File: config.mk
export PLATFORM = sky130hd
export DESIGN_NAME = contador_mon
export DESIGN_NICKNAME = d
export VERILOG_FILES = /design/src/rtl/contador_mon_pkg.sv /design/src/rtl/contador_ref_model.sv /design/src/rtl/contador_mon.sv
export SDC_FILE = /design/constraint.sdc
export NUM_CORES = 1
export LEC_CHECK = 0
export BUFFER_PORTS_ARGS = -buffer_cell sky130_fd_sc_hd__buf_2
export CAP_MARGIN = 20
export CORE_UTILIZATION = 54
export DETAILED_ROUTE_END_ITERATION = 10
export PLACE_DENSITY = 0.89
export SETUP_SLACK_MARGIN = 0.2
export SYNTH_ARGS = -nofsm -noshare
export SYNTH_HDL_FRONTEND = slang
export SYNTH_SLANG_ARGS = --single-unit
File: constraint.sdc
create_clock -name clk -period 4.1 [get_ports clk]
set_input_delay 0.82 -clock clk [delete_from_list [all_inputs] [get_ports clk]]
set_output_delay 0.82 -clock clk [all_outputs]
set_load 0.005 [all_outputs]
File: src/rtl/contador_mon_pkg.sv
// ----------------------------------------------------------------------------
// contador_mon_pkg
// Shared mode and FSM state encodings for the contador_mon counter monitor.
// Rev 1.0 - initial release
// ----------------------------------------------------------------------------
`default_nettype none

package contador_mon_pkg;

  // Counter operating modes, as driven to the monitored counter
  localparam logic [1:0] MODE_UP3  = 2'b00;
  localparam logic [1:0] MODE_DN1  = 2'b01;
  localparam logic [1:0] MODE_UP1  = 2'b10;
  localparam logic [1:0] MODE_LOAD = 2'b11;

  // Monitor sequencing: wait out the counter's post-reset transient before comparing
  typedef enum logic [1:0] {
    IDLE   = 2'b00,
    SETTLE = 2'b01,
    CHECK  = 2'b10
  } state_t;

endpackage

`default_nettype wire

File: src/rtl/contador_ref_model.sv
// ----------------------------------------------------------------------------
// contador_ref_model
// Purely combinational next-value predictor for the 4-bit counter, including
// the load flag and the ripple-carry-out on arithmetic wrap.
// Rev 1.0 - initial release
// ----------------------------------------------------------------------------
`default_nettype none

module contador_ref_model
  import contador_mon_pkg::*;
(
  input  logic [3:0] cur_q,
  input  logic       enable,
  input  logic [1:0] mode,
  input  logic [3:0] d,
  output logic [3:0] nxt_q,
  output logic       nxt_load,
  output logic       nxt_rco
);

  logic [4:0] sum;

  // Next counter value and flags; a disabled counter holds with both flags low
  always_comb begin
    nxt_q    = cur_q;
    nxt_load = 1'b0;
    nxt_rco  = 1'b0;
    sum      = 5'd0;
    if (enable) begin
      case (mode)
        MODE_UP3: begin
          sum     = {1'b0, cur_q} + 5'd3;
          nxt_q   = sum[3:0];
          nxt_rco = sum[4];
        end
        MODE_DN1: begin
          nxt_q   = cur_q - 4'd1;
          nxt_rco = (cur_q == 4'd0);
        end
        MODE_UP1: begin
          sum     = {1'b0, cur_q} + 5'd1;
          nxt_q   = sum[3:0];
          nxt_rco = sum[4];
        end
        default: begin
          nxt_q    = d;
          nxt_load = 1'b1;
        end
      endcase
    end
  end

endmodule

`default_nettype wire

File: src/rtl/contador_mon.sv
// ----------------------------------------------------------------------------
// contador_mon
// Runtime monitor for a registered 4-bit up/down/load counter. Predicts the
// counter's value and flags each cycle, compares the observed outputs once the
// post-reset settle period is over, pulses err on a mismatch and keeps a
// saturating mismatch total.
// Build option: define CONTADOR_MON_FLAGS_EN to include load/rco in the
// comparison (by default only Q is compared).
// Rev 1.0 - initial release
// ----------------------------------------------------------------------------
`default_nettype none

module contador_mon
  import contador_mon_pkg::*;
#(
  parameter int ERR_W = 8
) (
  input  logic             clk,
  input  logic             reset,
  input  logic             enable,
  input  logic [1:0]       mode,
  input  logic [3:0]       D,
  input  logic [3:0]       Q,
  input  logic             load,
  input  logic             rco,
  output logic [3:0]       exp_Q,
  output logic             exp_load,
  output logic             exp_rco,
  output logic             err,
  output logic [ERR_W-1:0] err_count,
  output logic             checking
);

  state_t     state, state_nxt;
  logic [3:0] nxt_q;
  logic       nxt_load;
  logic       nxt_rco;
  logic       mismatch;

  contador_ref_model u_ref (
    .cur_q    (exp_Q),
    .enable   (enable),
    .mode     (mode),
    .d        (D),
    .nxt_q    (nxt_q),
    .nxt_load (nxt_load),
    .nxt_rco  (nxt_rco)
  );

`ifdef CONTADOR_MON_FLAGS_EN
  assign mismatch = (Q != exp_Q) || (load != exp_load) || (rco != exp_rco);
`else
  // Flags are observed but deliberately left out of the comparison
  logic unused_flags;
  assign unused_flags = load ^ rco;
  assign mismatch     = (Q != exp_Q);
`endif

  assign checking = (state == CHECK);

  // Prediction registers track the counter edge for edge
  always_ff @(posedge clk or negedge reset) begin
    if (!reset) begin
      exp_Q    <= 4'd0;
      exp_load <= 1'b0;
      exp_rco  <= 1'b0;
    end else begin
      exp_Q    <= nxt_q;
      exp_load <= nxt_load;
      exp_rco  <= nxt_rco;
    end
  end

  // FSM state register
  always_ff @(posedge clk or negedge reset) begin
    if (!reset) state <= IDLE;
    else        state <= state_nxt;
  end

  // FSM next state: two settle edges after reset, then check until reset
  always_comb begin
    state_nxt = state;
    case (state)
      IDLE:    state_nxt = SETTLE;
      SETTLE:  state_nxt = CHECK;
      CHECK:   state_nxt = CHECK;
      default: state_nxt = IDLE;
    endcase
  end

  // Compare against the prediction held before this edge; count saturates
  always_ff @(posedge clk or negedge reset) begin
    if (!reset) begin
      err       <= 1'b0;
      err_count <= '0;
    end else begin
      err <= checking && mismatch;
      if (checking && mismatch && (err_count != {ERR_W{1'b1}}))
        err_count <= err_count + ERR_W'(1);
    end
  end

endmodule

`default_nettype wire

# After elaboration in Yosys (flattened, before gate mapping)
# Index checks and enable logic that the tools add are counted.
# totals
register_bits	17
in_bits	15
output_inout_bits	16
elab_cells	29
# classes
n_addsub	4
eq_ne	6
mux	6
reduce_logical	7
# op_table
cell	n
case mux 4 bit (3 select lines)	1
adder 8 x 1 -> 8 bit, second input constant	1
inequality test 8 bit, second input constant	1
adder 4 x 1 -> 5 bit, second input constant	1
adder 4 x 2 -> 5 bit, second input constant	1
== test 2 x 1 -> 1 bit, second input constant	2
== test 2 bit, second input constant	2
logical NOT 2 bit	2
logical NOT 4 bit	1
inequality test 4 bit	1
case mux 2 bit (2 select lines)	1
subtractor 4 x 1 -> 4 bit, second input constant	1
two-way mux 1 bit	3
case mux 1 bit (3 select lines)	1
OR reduction 3 bit	1
logical AND 1 bit	2
OR reduction 2 bit	1

# Longest topological paths before layout
# Gate-level depths: netlist of run 1.
# logic_depth
word_depth	4
mapped_depth	7
depth_no_buf	6

# Modules after synthesis
# A second synthesis of run 1 with hierarchy kept.
# hier_totals
hier_cells	99
area_unflattened_um2	1027.2
# modules_own_cells
module	instances	cells_per_inst	area_each_um2	seq_area_each_um2
contador_mon	1	53	719.4	425.4
contador_ref_model	1	46	307.8	0.0

# Worst setup path after synthesis of run 1
# Ideal clock, no wire load.
# synth_timing
path_type	input to register
from	input port Q[3]
to	register err_count[1]
setup_ns	0.125
arrival_ns	1.839
t_required_ns	3.975
setup_slack_ns	2.136
stages	4
n_path_buf	0
path_cell_list	xor2_1 -> nor4_4 -> nor3b_2 -> mux2_4
# synth_via
elab_chain_len	3
# synth_rtl
element	line	text
start: declaration	contador_mon.sv:23	input logic [3:0] Q,
inequality test 4 bit	contador_mon.sv:56	assign mismatch = (Q != exp_Q);
logical AND 1 bit (2 in series)	contador_mon.sv:98	if (checking && mismatch && (err_count != {ERR_W{1'b1}}))
end signal: assignment	contador_mon.sv:99	err_count <= err_count + ERR_W'(1);
end: declaration	contador_mon.sv:30	output logic [ERR_W-1:0] err_count,
# No other way between the ends.
# A chain may end at the register's enable or synchronous reset.

# Worst setup path after layout of run 1
# layout_timing
from	register state[0]
to	output port checking
# layout_via
elab_chain_len	1
# layout_rtl
element	line	text
start: declaration	contador_mon.sv:34	state_t state, state_nxt;
start signal: assignment	contador_mon.sv:77	else state <= state_nxt;
== test 2 bit	contador_mon.sv:59	assign checking = (state == CHECK);
end: declaration	contador_mon.sv:31	output logic checking
# No other way between the ends.

==> impl_metrics.toml, run 1 <==
[sta]
relSlewSlack_pct = 64.3
report.final.slew_viol_count = 0
fin_ws_ns = 2.10
rsz0062_at_grt = "no"
min_period_ns = 2.00
worstMarginPinSlew_ns = 0.532
whs_ns = 0.429
timing.fmax_mhz = 500
hold_viol = 0
skew_ns = 0.00446
period_share_pct = 48.8
setup_viol = 0
tns_ns = 0

[global_routing]
track_usage_pct = 23.8
grt_pass1_wl_um = 3510
grt_max_degree = 18
grt_overflow = 0
grt_pass1_vias = 771
antenna_found_initial = 0

[clocking]
clkLatencyLatePin_ns = 0.29
cts_tree = "done"
holdBufCountCts = 0
clock-root-buffer = "clkbuf_4"
cts_sinks = 17
cts_buffers = 3
cts_resized = 0
clk_path_buf_depth = 2
cts_setup_buffers = 0
htreeDepth = 1
clkSlewWorstSetupHoldPaths_ns = 0.10

[floorplan]
dieArea_sq_mm = 0.00208
dieWidth_um = 45.6
start_util_pct = 58.7
dieHeight_um = 45.6
num_rows = 15
coreArea_sq_mm = 0.00175
pin_count = 31

[critical_path]
cp_num_buf_inv = 2
critPathCaptureType = "output pin"
cpMaxStageDelayCell = "dfrtp_1"
path_delay_family = "flip-flops"
cp_data_required_time_ns = 3.28
start_kind = "register"
crit_chain = "inv_1 > ha_1 > buf_2"
cp_max_fo = 7
r2r_slack_ns = 2.29
arrival_ns = 1.18
crit_type = "reg2out"
max_stage_delay_ns = 0.37

[routing]
drt_pass1_iterations = 4
drtAntennaViolNets = 0
viasPerCell = 5.69
vias = 870
drt_iter0_markers = 37
wl_per_cell_um = 14.4
drc_errors = 0
routed_wl_um = 2210

[yosys]
synth-adder-area-share_pct = 7.33
yosysWarningCount = 0
synth_cell_types = 32
syn-cell-area_sq_mm = 0.00102
synth-seq-cells = 17
synth_top_family_by_area = "simple AND/OR/NAND/NOR gates"
synth_xor_area_share_pct = 10.3
synth_mux_area_share_pct = 7.08
ys_seq_area_share_pct = 41.5
avgSynthCellArea_sq_um = 10.1
synthesis.nets = 122
synth_edf_count = 0
synthCells = 101
synth-compound-area-share_pct = 7.81
async_reset_ff_share_pct = 100
synth_ff_type = "dfrtp_1"
yosys.area_share.simple_pct = 21.1

[power_and_ir_drop]
power_density_mw_per_mm2 = 602
p_leak_nw = 0.569
fin_total_pwr_mw = 0.720
irDropWorstVdd_uv = 294

[place]
placed_area_sq_mm = 0.00117
port-buffer-count = 28
hpwl_um = 1550
finalWeightedCongestion = 0.805
placedCellCount = 149
dpl_worst_slack_ns = 1.91

[cells_and_area]
final_cell_mix = "28 x buf_2, 17 x dfrtp_1, 10 x xor2_1"
mostFrequentLayoutCell = "buf_2"
layout.cells.non_filler = 153
area_delta_synth_final_pct = 16.7
final_cell_area_sq_mm = 0.00120
drive_gt1_share_pct = 31.3
diodes = 0
fin_util_pct = 68.5
final_nets = 150

[min_path]
hp-class = "in2async"

[run]
cap_violations = 0

[outcome]
status = "finished, final reports clean"
sequential cells by signal, indices dropped and copies added, names as in the netlist:
register and cells:
err_count 8, exp_Q 4, state 2, err 1, exp_load 1, exp_rco 1
routing by layer:
layer,part of all wire [%],GRT usage [%]
met2,51,40.3
met4,1.1,7.27
met3,5.7,3.57
met1,43,31.1
met5,0,0
power breakdown:
part           internal [mW]  total [mW]  switching [mW]
Combinational          0.160       0.311           0.151
Clock                 0.0363      0.0903          0.0541
Sequential             0.227       0.318          0.0909
Total                  0.424       0.720           0.296
cells in the mapped netlist, types with 2 or more instances:
library cell	n	area share, %
inv_1	6	2.2
a21oi_1	3	1.5
nand2_1	6	2.2
nor4_1	3	1.8
mux2_2	2	2.2
nand4_1	4	2.4
xnor2_1	2	1.7
ha_1	6	7.3
nor2_1	7	2.6
nand2b_1	2	1.2
a31oi_1	2	1.2
o21ai_0	2	0.98
mux2i_1	2	2.0
clkbuf_1	3	1.1
nand3_1	4	2.0
and3_1	2	1.2
mux2_4	2	2.9
dfrtp_1	17	42
xor2_1	10	8.5
nor3_1	4	2.0
path summary, 6_finish.rpt:
path | startpoint | to | depth (start not counted)
max | state[0] | checking | 3
min | reset | err_count[6] | 1
max reg2reg | exp_Q[2] | err_count[1] | 4
min reg2reg | err_count[7] | err_count[7] | 1
max in group asynchronous | reset | exp_Q[0] | 1
min in group clk | err_count[7] | err_count[7] | 1
kinds of logic after synthesis:
kind of cell	count (synthesis)
DFF	17
muxes	6
xor gates and xnor gates	12
buffers and inverters	11
and+or+nand+nor	37
adders and majority gates	6
AOI/OAI and AO/OA	12
layout make-up:
type | count | area (sq um)
Timing Repair Buffer | 28 | 140
Multi-Input combinational cell | 73 | 549
Tap cell | 25 | 31.3
Fill cell | 142 | 549
Sequential cell | 17 | 425
Clock buffer | 3 | 22.5
Clock inverter | 1 | 5.00
Inverter | 6 | 22.5
Power figures use the tool's default switching activity.
==> run 2: changes to the inputs <==
--- a/config.mk
+++ b/config.mk
@@ -5,11 +5,12 @@
 export SDC_FILE = /design/constraint.sdc
 export NUM_CORES = 1
 export LEC_CHECK = 0
+export ABC_AREA = 1
 export BUFFER_PORTS_ARGS = -buffer_cell sky130_fd_sc_hd__buf_2
 export CAP_MARGIN = 20
-export CORE_UTILIZATION = 54
+export CORE_UTILIZATION = 51
 export DETAILED_ROUTE_END_ITERATION = 10
-export PLACE_DENSITY = 0.89
+export PLACE_DENSITY = 0.84
 export SETUP_SLACK_MARGIN = 0.2
 export SYNTH_ARGS = -nofsm -noshare
 export SYNTH_HDL_FRONTEND = slang
==> constraint.sdc (replaced) <==
create_clock -name clk -period 2.1 [get_ports clk]
set_input_delay 0.42 -clock clk [delete_from_list [all_inputs] [get_ports clk]]
set_output_delay 0.42 -clock clk [all_outputs]
set_load 0.005 [all_outputs]
==> run 2 against run 1 <==
Die area increased by 19%. Worst setup slack got worse by 1.6 ns. Area after synthesis increased by 14%. Critical path depth increased by 1. Critical endpoint unchanged. Largest cell class unchanged. Highest routed layer unchanged.
==> impl_metrics.toml, run 2 <==
[cells_and_area]
fill_cells = 173
final_nets = 205
final_cell_mix = "46 x nand2_1, 28 x buf_2, 19 x inv_1"
drive_gt1_share_pct = 23.0
reg_top3 = "err_count x8, exp_Q x4, state x2"
mostFrequentLayoutCell = "nand2_1"
multi_input_area_sq_um = 642
final-seq-area_sq_um = 425
fin_util_pct = 65.7
diodes = 0
area_delta_synth_final_pct = 16.2
layout.cells.non_filler = 210
regMostFlops = "err_count"
largest_register_ff_count = 8

[routing]
vias = 1122
wl_per_cell_um = 12.0
drt_pass1_iterations = 4
drtAntennaViolNets = 0
drc_errors = 0
viasPerCell = 5.34
routed_wl_um = 2530
drt_iter0_markers = 23

[place]
dpl_worst_slack_ns = 0.626
placedCellCount = 206
port-buffer-count = 28
hpwl_um = 1920
finalWeightedCongestion = 0.832

[critical_path]
critPathCaptureType = "output pin"
cp_max_fo = 11
crit_chain = "inv_1 > ha_1 > buf_4 > buf_2"
cp_data_required_time_ns = 1.68
max_stage_delay_ns = 0.38
crit_type = "reg2out"
cpMaxStageDelayCell = "dfrtp_1"
arrival_ns = 1.21
start_kind = "register"

[yosys]
synth_area_leaders = "dfrtp_1 37%, nand2_1 15%, ha_1 6.4%, inv_1 6.1%, nand4_1 5.9%"
yosysTopAreaCell = "dfrtp_1"
synth_common_cells = "46 x nand2_1, 19 x inv_1, 17 x dfrtp_1, 11 x nand4_1, 10 x nor2_1"
synthMostInstantiatedCell = "nand2_1"
synth_ff_type = "dfrtp_1"
synth-seq-cells = 17
async_reset_ff_share_pct = 100
synthesis.nets = 175
yosysWarningCount = 0
ys_seq_area_share_pct = 36.5
avgSynthCellArea_sq_um = 7.56
synth_edf_count = 0
synthCells = 154
syn-cell-area_sq_mm = 0.00116
synth_top_area_share_pct = 36.5
synth_cell_types = 27

[sta]
relSlewSlack_pct = 74.1
whs_ns = 0.0270
period_share_pct = 77.8
rsz0062_at_grt = "no"
tns_ns = 0
report.final.slew_viol_count = 0
timing.fmax_mhz = 612
fin_ws_ns = 0.466
worstMarginPinSlew_ns = 0.389
hold_viol = 0
setup_viol = 0
min_period_ns = 1.63
skew_ns = 0.00923

[outcome]
status = "finished, final reports clean"

[global_routing]
grt_overflow = 0
track_usage_pct = 22.0
antenna_found_initial = 0
grt_pass1_vias = 1040
grt_max_degree = 18
grt_pass1_wl_um = 4130

[clocking]
clock-root-buffer = "clkbuf_4"
clk_path_buf_depth = 2
cts_tree = "done"
holdBufCountCts = 0
cts_setup_buffers = 0
cts_buffers = 3
clkLatencyLatePin_ns = 0.29
clkSlewWorstSetupHoldPaths_ns = 0.11
cts_resized = 0
cts_sinks = 17
htreeDepth = 1

[run]
cap_violations = 0

[min_path]
hp-class = "in2async"

[power_and_ir_drop]
irDropWorstVdd_uv = 500
power_density_mw_per_mm2 = 925
p_leak_nw = 0.786

[floorplan]
coreArea_sq_mm = 0.00206
num_rows = 16
dieWidth_um = 49.8
start_util_pct = 56.5
dieHeight_um = 49.8
dieArea_sq_mm = 0.00248
pin_count = 31
==> run 2: cell types whose count changed after synthesis, moves of 4 or more <==
cell     change
o21ai_0      +6
nand2_1     +40
nand3_1      +4
nand4_1      +7
inv_1       +13
==> run 2: stage by stage <==
stage,power [mW],cell area [sq um]
after floorplan,0.902,1160
after global placement,1.04,1320
after detailed placement,1.08,1320
after CTS,1.26,1350
after global routing,1.36,1350
final,1.25,1350
==> run 2: layer usage <==
layer  wire (um)  track usage (%)  vias to the layer above
met5           0                0                        -
met4          48             13.8                        0
met3         110             1.85                        4
met2        1290             39.4                       48
met1        1080             24.7                      513
li1            -                -                      557
==> run 2: report_power, final <==
part | internal, mW | switching [mW]
Combinational | 0.236 | 0.295
Sequential | 0.412 | 0.129
Clock | 0.0723 | 0.108
Total | 0.720 | 0.533
==> run 2: kinds of logic (layout without fill, tap and decap cells) <==
kind of cell	count (synthesis)	count (layout)	synth area share, %
AND/OR/NAND/NOR	84	84	35.2
flip-flops	17	17	36.5
adder cells (fa/ha/maj)	6	6	6.44
AO/OA/AOI/OAI	15	15	7.41
XOR/XNOR	8	8	6.02
buffers and inverters	24	53	8.38
==> run 2: path summary, 6_finish.rpt <==
check / cells past startpoint / start / to / slack (ns)
setup / recovery: 4 / state[0] / checking / 0.47
hold / removal: 1 / reset / err_count[2] / 0.03
setup reg to reg: 8 / exp_Q[2] / err_count[1] / 0.60
hold reg to reg: 2 / err_count[3] / err_count[3] / 0.54
max in group asynchronous: 1 / reset / exp_Q[3] / 1.79
min in group clk: 3 / D[0] / exp_Q[0] / 0.34
==> run 2: layout make-up <==
type,instances,area share [%]
clock buffer,3,1.66
tap,27,2.50
inverter,20,5.55
sequential,17,31.4
multi-input combinational,113,47.4
timing repair buffer,29,10.9
clock inverter,1,0.555
==> run 2: worst max-delay path: cells and delay by family (launching register included) <==
family / cells / cell delay [ns]
buffers and inverters: 3 / 0.39
DFF: 1 / 0.38
adders and majority gates: 1 / 0.15
